==> src/rtl/rtc_pkg.sv <==
// rtc_pkg: shared DS1302 command constants, ASCII codes, scheduler states and width helper
package rtc_pkg;
  localparam logic [7:0] CMD_WP = 8'h8E;
  localparam logic [7:0] CMD_BWR = 8'hBE;
  localparam logic [7:0] CMD_BRD = 8'hBF;
  localparam logic [7:0] WP_CLR = 8'h00;
  localparam logic [7:0] WP_SET = 8'h80;
  localparam logic [7:0] ASC_SP = 8'h20;
  localparam logic [7:0] ASC_CR = 8'h0D;
  localparam logic [7:0] ASC_LF = 8'h0A;
  typedef enum logic [2:0] {RST_CHK, IDLE, WP_OFF, BWR, WP_ON, BRD, FMT} state_e;
  function automatic int cw(input int n);
    return (n <= 2) ? 1 : $clog2(n);
  endfunction
endpackage

==> src/rtl/rtc_sched_ctrl_if.sv <==
// rtc_sched_ctrl_if: command-level RTC transaction bus plus the UART byte stream
interface rtc_sched_ctrl_if #(parameter int NUM_REGS = 7);
  logic op_vld, op_wr, op_done, tx_vld, tx_rdy;
  logic [7:0] op_cmd, tx_data;
  logic [3:0] op_len;
  logic [8*NUM_REGS-1:0] op_wdata, op_rdata;
  modport master (
    output op_vld, op_wr, op_cmd, op_len, op_wdata, tx_data, tx_vld,
    input op_done, op_rdata, tx_rdy
  );
  modport slave (
    input op_vld, op_wr, op_cmd, op_len, op_wdata, tx_data, tx_vld,
    output op_done, op_rdata, tx_rdy
  );
endinterface

==> src/rtl/rtc_ascii_fmt.sv <==
// rtc_ascii_fmt: serialises latched RTC registers as "hh hh .. hh\r\n" on a valid/ready byte stream
module rtc_ascii_fmt import rtc_pkg::*; #(
  parameter int NUM_REGS = 7
) (
  input  logic                  clk,
  input  logic                  rst,
  input  logic                  start_i,
  input  logic [8*NUM_REGS-1:0] data_i,
  output logic [7:0]            tx_data_o,
  output logic                  tx_vld_o,
  input  logic                  tx_rdy_i,
  output logic                  done_o
);
  localparam int KW = cw(NUM_REGS);
  logic [8*NUM_REGS-1:0] data_q;
  logic [KW-1:0] k_q;
  logic [1:0] ph_q;
  logic run_q, adv, next_reg;
  logic [3:0] nib;
  logic [7:0] cur;
  // ph: 0 hi nibble, 1 lo nibble, 2 separator (SP or CR), 3 LF
  assign nib = data_q[{k_q, ~ph_q[0], 2'b00} +: 4];
  assign cur = ph_q[1] ? (ph_q[0] ? ASC_LF : (k_q == '0 ? ASC_CR : ASC_SP))
                       : (nib > 4'd9 ? 8'h37 + {4'h0, nib} : 8'h30 + {4'h0, nib});
  assign adv = run_q && (!tx_vld_o || tx_rdy_i);
  assign next_reg = ph_q == 2'd2 && k_q != '0;
  assign done_o = tx_vld_o && tx_rdy_i && !run_q;
  always_ff @(posedge clk or posedge rst)
    if (rst) begin
      data_q <= '0;
      k_q <= '0;
      ph_q <= '0;
      run_q <= 1'b0;
      tx_data_o <= '0;
      tx_vld_o <= 1'b0;
    end else if (start_i) begin
      data_q <= data_i;
      k_q <= KW'(NUM_REGS - 1);
      ph_q <= '0;
      run_q <= 1'b1;
    end else if (adv) begin
      tx_data_o <= cur;
      tx_vld_o <= 1'b1;
      run_q <= ph_q != 2'd3;
      k_q <= next_reg ? k_q - 1'b1 : k_q;
      ph_q <= next_reg ? 2'd0 : ph_q + 2'd1;
    end else if (done_o) begin
      tx_vld_o <= 1'b0;
    end
endmodule

==> src/rtl/rtc_sched_ctrl.sv <==
// rtc_sched_ctrl: schedules DS1302 init, polled/key reads and set-time writes with a watchdog;
// each read is printed as an ASCII line.
module rtc_sched_ctrl import rtc_pkg::*; #(
  parameter int CLK_FREQ = 50_000_000,
  parameter int POLL_MS = 1000,
  parameter int NUM_REGS = 7,
  parameter int INIT_EN = 1,
  parameter logic [8*NUM_REGS-1:0] INIT_TIME = 56'h24_01_01_01_00_00_00,
  parameter int TIMEOUT_CYC = 1_000_000
) (
  input  logic                  sys_clk,
  input  logic                  sys_rst,
  input  logic                  key_pulse,
  input  logic                  set_vld,
  input  logic [8*NUM_REGS-1:0] set_time,
  rtc_sched_ctrl_if.master      bus,
  output logic                  busy,
  output logic                  err
);
  localparam int DW = 8 * NUM_REGS;
  localparam int POLL_CYC = CLK_FREQ / 1000 * POLL_MS;
  localparam int WW = cw(TIMEOUT_CYC);
  localparam logic [WW-1:0] WD_MAX = WW'(TIMEOUT_CYC - 1);
  state_e state_q, state_d;
  logic issued_q, set_pend_q, rd_pend_q, err_q, busy_q;
  logic [WW-1:0] wd_q;
  logic [DW-1:0] set_time_q, wdata_q;
  logic wait_st, wr_st, done_ok, tmo, take_set, take_rd, poll, fmt_done;
  assign wr_st = state_q inside {WP_OFF, BWR, WP_ON};
  assign wait_st = wr_st || state_q == BRD;
  assign done_ok = wait_st && issued_q && bus.op_done;
  assign tmo = wait_st && issued_q && !bus.op_done && wd_q == WD_MAX;
  assign take_set = state_q == IDLE && set_pend_q;
  assign take_rd = state_q == IDLE && !set_pend_q && rd_pend_q;
  always_comb begin
    state_d = state_q;
    case (state_q)
      RST_CHK: state_d = INIT_EN != 0 ? WP_OFF : IDLE;
      IDLE:    state_d = set_pend_q ? WP_OFF : rd_pend_q ? BRD : IDLE;
      WP_OFF:  state_d = done_ok ? BWR : WP_OFF;
      BWR:     state_d = done_ok ? WP_ON : BWR;
      WP_ON:   state_d = done_ok ? IDLE : WP_ON;
      BRD:     state_d = done_ok ? FMT : BRD;
      FMT:     state_d = fmt_done ? IDLE : FMT;
      default: state_d = RST_CHK;
    endcase
    if (tmo) state_d = IDLE;
  end
  always_ff @(posedge sys_clk or posedge sys_rst)
    if (sys_rst) begin
      state_q <= RST_CHK;
      issued_q <= 1'b0;
      wd_q <= '0;
      set_pend_q <= 1'b0;
      rd_pend_q <= 1'b0;
      err_q <= 1'b0;
      busy_q <= 1'b0;
      set_time_q <= '0;
      wdata_q <= '0;
    end else begin
      state_q <= state_d;
      issued_q <= wait_st && state_d == state_q;
      wd_q <= (wait_st && issued_q) ? wd_q + 1'b1 : '0;
      set_pend_q <= set_vld || (set_pend_q && !take_set);
      rd_pend_q <= key_pulse || poll || (rd_pend_q && !take_rd);
      err_q <= tmo || (err_q && !done_ok);
      busy_q <= state_d != IDLE;
      if (set_vld) set_time_q <= set_time;
      if (state_q == RST_CHK) wdata_q <= INIT_TIME;
      else if (take_set) wdata_q <= set_time_q;
    end
  if (POLL_MS > 0) begin : g_poll
    localparam int PW = cw(POLL_CYC);
    localparam logic [PW-1:0] P_MAX = PW'(POLL_CYC - 1);
    logic [PW-1:0] cnt_q;
    always_ff @(posedge sys_clk or posedge sys_rst)
      if (sys_rst) cnt_q <= '0;
      else cnt_q <= cnt_q == P_MAX ? '0 : cnt_q + 1'b1;
    assign poll = cnt_q == P_MAX;
  end else begin : g_nopoll
    assign poll = 1'b0;
  end
  assign bus.op_vld = wait_st && !issued_q;
  assign bus.op_wr = wr_st;
  assign bus.op_cmd = state_q == BRD ? CMD_BRD : state_q == BWR ? CMD_BWR : wr_st ? CMD_WP : 8'h00;
  assign bus.op_len = (state_q == BRD || state_q == BWR) ? 4'(NUM_REGS) : wr_st ? 4'd1 : 4'd0;
  assign bus.op_wdata = state_q == BWR ? wdata_q : state_q == WP_ON ? DW'(WP_SET) : DW'(WP_CLR);
  assign busy = busy_q;
  assign err = err_q;
  rtc_ascii_fmt #(.NUM_REGS(NUM_REGS)) u_fmt (
    .clk       (sys_clk),
    .rst       (sys_rst),
    .start_i   (state_q == BRD && done_ok),
    .data_i    (bus.op_rdata),
    .tx_data_o (bus.tx_data),
    .tx_vld_o  (bus.tx_vld),
    .tx_rdy_i  (bus.tx_rdy),
    .done_o    (fmt_done)
  );
endmodule

==> src/flat_wrapper.sv <==
// flat-port wrapper written by rule: the top's interface ports become plain ports
module rtc_sched_ctrl_flat import rtc_pkg::*;
#(
  parameter int CLK_FREQ = 50_000_000,
  parameter int POLL_MS = 1000,
  parameter int NUM_REGS = 7,
  parameter int INIT_EN = 1,
  parameter logic [8*NUM_REGS-1:0] INIT_TIME = 56'h24_01_01_01_00_00_00,
  parameter int TIMEOUT_CYC = 1_000_000
)
  (sys_clk, sys_rst, key_pulse, set_vld, set_time, busy, err, bus_op_vld, bus_op_wr, bus_op_cmd, bus_op_len, bus_op_wdata, bus_tx_data, bus_tx_vld, bus_op_done, bus_op_rdata, bus_tx_rdy);
  rtc_sched_ctrl_if #(.NUM_REGS(NUM_REGS)) bus_i ();
  input  logic sys_clk;
  input  logic sys_rst;
  input  logic key_pulse;
  input  logic set_vld;
  input  logic [8*NUM_REGS-1:0] set_time;
  output logic busy;
  output logic err;
  output wire logic [$bits(bus_i.op_vld)-1:0] bus_op_vld;
  output wire logic [$bits(bus_i.op_wr)-1:0] bus_op_wr;
  output wire logic [$bits(bus_i.op_cmd)-1:0] bus_op_cmd;
  output wire logic [$bits(bus_i.op_len)-1:0] bus_op_len;
  output wire logic [$bits(bus_i.op_wdata)-1:0] bus_op_wdata;
  output wire logic [$bits(bus_i.tx_data)-1:0] bus_tx_data;
  output wire logic [$bits(bus_i.tx_vld)-1:0] bus_tx_vld;
  input wire logic [$bits(bus_i.op_done)-1:0] bus_op_done;
  input wire logic [$bits(bus_i.op_rdata)-1:0] bus_op_rdata;
  input wire logic [$bits(bus_i.tx_rdy)-1:0] bus_tx_rdy;
  assign bus_op_vld = bus_i.op_vld;
  assign bus_op_wr = bus_i.op_wr;
  assign bus_op_cmd = bus_i.op_cmd;
  assign bus_op_len = bus_i.op_len;
  assign bus_op_wdata = bus_i.op_wdata;
  assign bus_tx_data = bus_i.tx_data;
  assign bus_tx_vld = bus_i.tx_vld;
  assign bus_i.op_done = bus_op_done;
  assign bus_i.op_rdata = bus_op_rdata;
  assign bus_i.tx_rdy = bus_tx_rdy;
  rtc_sched_ctrl #(.CLK_FREQ(CLK_FREQ), .POLL_MS(POLL_MS), .NUM_REGS(NUM_REGS), .INIT_EN(INIT_EN), .INIT_TIME(INIT_TIME), .TIMEOUT_CYC(TIMEOUT_CYC)) u_core (.sys_clk(sys_clk), .sys_rst(sys_rst), .key_pulse(key_pulse), .set_vld(set_vld), .set_time(set_time), .bus(bus_i), .busy(busy), .err(err));
endmodule
==> config.mk <==
export PLATFORM = sky130hd
export DESIGN_NAME = rtc_sched_ctrl_flat
export DESIGN_NICKNAME = d
export VERILOG_FILES = /design/src/rtl/rtc_pkg.sv /design/src/rtl/rtc_sched_ctrl_if.sv /design/src/rtl/rtc_ascii_fmt.sv /design/src/rtl/rtc_sched_ctrl.sv /design/src/flat_wrapper.sv
export SDC_FILE = /design/constraint.sdc
export NUM_CORES = 1
export LEC_CHECK = 0
export BUFFER_PORTS_ARGS = -buffer_cell sky130_fd_sc_hd__buf_4
export CORE_MARGIN = 2
export CORE_UTILIZATION = 56
export CTS_CLUSTER_DIAMETER = 120
export DETAILED_ROUTE_END_ITERATION = 16
export PLACE_DENSITY = 0.87
export SLEW_MARGIN = 40
export SYNTH_ARGS = -nofsm -noshare
export SYNTH_HDL_FRONTEND = slang
export SYNTH_SLANG_ARGS = --single-unit
==> constraint.sdc <==
create_clock -name sys_clk -period 7.1 [get_ports sys_clk]
set_input_delay 0 -clock sys_clk [delete_from_list [all_inputs] [get_ports sys_clk]]
set_output_delay 0 -clock sys_clk [all_outputs]
set_load 0.005 [all_outputs]
==> flow_summary.json <==
{
  "wirelength_met1_mm": 11.30,
  "core_um2": 18580,
  "final_hold_viol_count": 0,
  "root_buffer": "clkbuf_16",
  "fp.dieH_um": 141.0,
  "async_reset_ff_frac": 1.000,
  "route.met3.wl_mm": 1.409,
  "drtIter0Drc": 650,
  "finalSetupViolCount": 0,
  "yosysSeqAreaShare": 0.5615,
  "cts.sinks": 236,
  "finClkSkew_ns": 0.01485,
  "synth_cells": 967,
  "final_area_um2": 14130,
  "wl_per_cell_um": 18.93,
  "fillCellCount": 1116,
  "worstPathArrival_ns": 3.94,
  "die_w_um": 141.0,
  "ir_drop_v": 0.0002717,
  "ant_nets": 0,
  "clk_pin_slew_ns": 0.06,
  "hp-class": "input port to async pin",
  "p_switching_mw": 1.379,
  "avgViaCountPerCell": 5.660,
  "syn_avg_cell_area_um2": 10.88,
  "synth_edf_count": 0,
  "critPathCaptureType": "flip-flop",
  "dieArea_um2": 19890,
  "post-synth-top-count-cell": "dfrtp_1",
  "area_growth_pct": 34.38,
  "worstPathRequired_ns": 7.51,
  "initial_core_util": 0.5661,
  "placementRows": 50,
  "wl_met2_mm": 14.22,
  "yosys.area.top_type_share": 0.5615,
  "yosysTopAreaCell": "dfrtp_1",
  "worst_slew_pin_slew_ns": 0.8058,
  "drive_gt1_frac": 0.2583,
  "nets": 1378,
  "cap_violations": 0,
  "synth_ff_type": "dfrtp_1",
  "critPathKind": "flip-flop to flip-flop",
  "pwr-share-comb": 0.275,
  "worst-path-max-fanout": 20,
  "critical_path.startpoint_type": "flip-flop",
  "highest_layer": "met4",
  "syn-cell-area_um2": 10520,
  "status": "complete, no violations",
  "relSlewSlack": 0.4628,
  "drc": 0,
  "routed_wl_mm": 28.54,
  "place_area_um2": 12090,
  "r2r_slack_ns": 3.57,
  "synthTopCellsByCount": "dfrtp_1, nand2_1, nor2_1",
  "grt_max_degree": 167,
  "leakagePower_nw": 6.862,
  "antenna_found_initial": 2,
  "min_period_ns": 3.534,
  "intPower_mw": 3.031,
  "port_buffers": 195,
  "globalplace.congestion": 0.8873,
  "p_sw_frac": 0.3127,
  "clk_path_buf_depth": 3,
  "numCtsBuffers": 25,
  "dp_hpwl_mm": 15.80,
  "grt_use_total": 0.2876,
  "yosysUniqueCellTypes": 66,
  "yosysWarnings": 0,
  "clk_latency_ns": 0.54,
  "clkPwrFrac": 0.310,
  "p_seq_frac": 0.416,
  "grt_pass1_wl_mm": 45.37,
  "grt_pass1_vias": 8883,
  "first_pass_iters": 5,
  "setup_tns_ns": 0,
  "min_period_over_period": 0.4977,
  "design_power_total_mw": 4.410,
  "gr-total-overflow": 0,
  "powerDensity_nw_per_um2": 312.0,
  "io_pins": 199,
  "synth_area_leaders": "dfrtp_1, nand2_1, mux2_2, a22o_1, and2_1",
  "timing.fmax_ghz": 0.2830,
  "htreeDepth": 1,
  "final_max_slew_viol_count": 0,
  "cts_tree": "done",
  "rsz0062_at_grt": "no",
  "fin_ws_ns": 3.566,
  "dpl_worst_slack_ns": 3.685,
  "ys_seq_elements": 236,
  "num_vias": 8535
}
==> worst max-delay path, stage by stage (launching register included) <==
cell	delay [ns]
dfrtp_1	0.58
clkinv_1	0.36
ha_1	0.45
inv_1	0.18
nand2_1	0.41
or4_4	0.75
nor2_1	0.13
a21oi_1	0.06
o21a_1	0.19
a2111oi_2	0.30
==> area by class of cell <==
| class | count | area, um2 | share of cell area |
|---|---|---|---|
| sequential | 236 | 5906 | 0.4178 |
| multi-input combinational | 662 | 4334 | 0.3067 |
| timing repair buffer | 317 | 2674 | 0.1892 |
| clock buffer | 35 | 743.2 | 0.05258 |
| tap | 234 | 292.8 | 0.02072 |
| clock inverter | 9 | 116.4 | 0.008233 |
| inverter | 11 | 57.56 | 0.004072 |
| antenna | 4 | 10.01 | 0.0007082 |
==> worst paths after layout <==
kind                                                      from  depth (start not counted)                                  end
max                                u_core.state_q[2]$_DFF_PP0_                          9            u_core.issued_q$_DFF_PP0_
min                                                    sys_rst                          3    u_core.g_poll.cnt_q[16]$_DFF_PP0_
max reg2reg                        u_core.state_q[2]$_DFF_PP0_                          9            u_core.issued_q$_DFF_PP0_
min reg2reg                u_core.u_fmt.data_q[52]$_DFFE_PP0P_                          2  u_core.u_fmt.data_q[52]$_DFFE_PP0P_
max in group asynchronous                              sys_rst                          4  u_core.u_fmt.data_q[31]$_DFFE_PP0P_
min in group sys_clk                                   set_vld                          2          u_core.set_pend_q$_DFF_PP0_
==> logic make-up after synthesis <==
group                    after synthesis  synth area share
AO/OA/AOI/OAI                        111           0.08423
XOR/XNOR                              44           0.03664
adder cells (fa/ha/maj)                7          0.008327
buffers and inverters                 71           0.03141
flip-flops                           236            0.5615
multiplexers                          77           0.08982
other                                  1         0.0003565
AND/OR/NAND/NOR                      420            0.1877
==> routing by layer <==
layer | GRT usage | vias to the layer above
met5 | 0 | -
met4 | 0.1484 | 0
met3 | 0.04789 | 109
met2 | 0.4858 | 330
met1 | 0.3600 | 4238
li1 | - | 3858
==> power by group through the flow <==
stage | Clock [mW] | Combinational [mW] | Sequential, mW
after floorplan | 0 | 0.750 | 1.73
after global placement | 0 | 1.08 | 1.81
after detailed placement | 0 | 1.13 | 1.82
after CTS | 1.37 | 1.19 | 1.81
after global routing | 1.44 | 1.31 | 1.86
final | 1.37 | 1.21 | 1.83
==> registers in the layout (all words and copies together) (netlist names) <==
name and count:
u_core.u_fmt.ph_q 2, u_core.wdata_q 56, u_core.u_fmt.tx_vld_o 1, u_core.issued_q 1, u_core.u_fmt.run_q 1, u_core.u_fmt.k_q 3, u_core.wd_q 20, u_core.set_time_q 56
u_core.busy 1, u_core.u_fmt.data_q 56, u_core.err 1, u_core.u_fmt.tx_data_o 7, u_core.g_poll.cnt_q 26, u_core.state_q 3, u_core.set_pend_q 1, u_core.rd_pend_q 1
==> per-stage QoR <==
| step | cells | hold WS (ns) | utilization |
|---|---|---|---|
| floorplan | 969 | 0.1008 | - |
| global placement | 1344 | 0.1884 | 0.6499 |
| detailed placement | 1344 | 0.1943 | 0.6507 |
| CTS | 1504 | 0.1193 | 0.7595 |
| global route | 1507 | 0.1442 | 0.7605 |
| finish | 1508 | 0.1195 | 0.7607 |
==> layout by cell type (no fill, tap or decap), types with 3 or more instances in the layout <==
cell type / instances
dfrtp_1: 236
nand2_1: 203
buf_4: 200
dlygate4sd3_1: 116
nor2_1: 60
mux2_2: 59
and2_1: 58
a22o_1: 53
nand3_1: 28
xor2_1: 27
clkbuf_16: 25
xnor2_1: 17
o21ai_0: 13
and3_1: 12
nor3_1: 11
mux2i_1: 10
a21oi_1: 10
mux4_2: 8
clkbuf_8: 8
o22a_1: 7
inv_1: 7
nand2b_1: 7
ha_1: 7
nor2b_1: 6
nand4_1: 5
diode_2: 4
or3_1: 4
or2_2: 4
clkinv_2: 4
o21a_1: 3
conb_1: 3
==> repair_timing <==
action                                 4_1_cts  5_1_grt
hold buffers                               116        0
gates resized for setup                      0        0
endpoints found under the hold margin      280        0
buffers inserted                             0        0
Power figures use the tool's default switching activity.
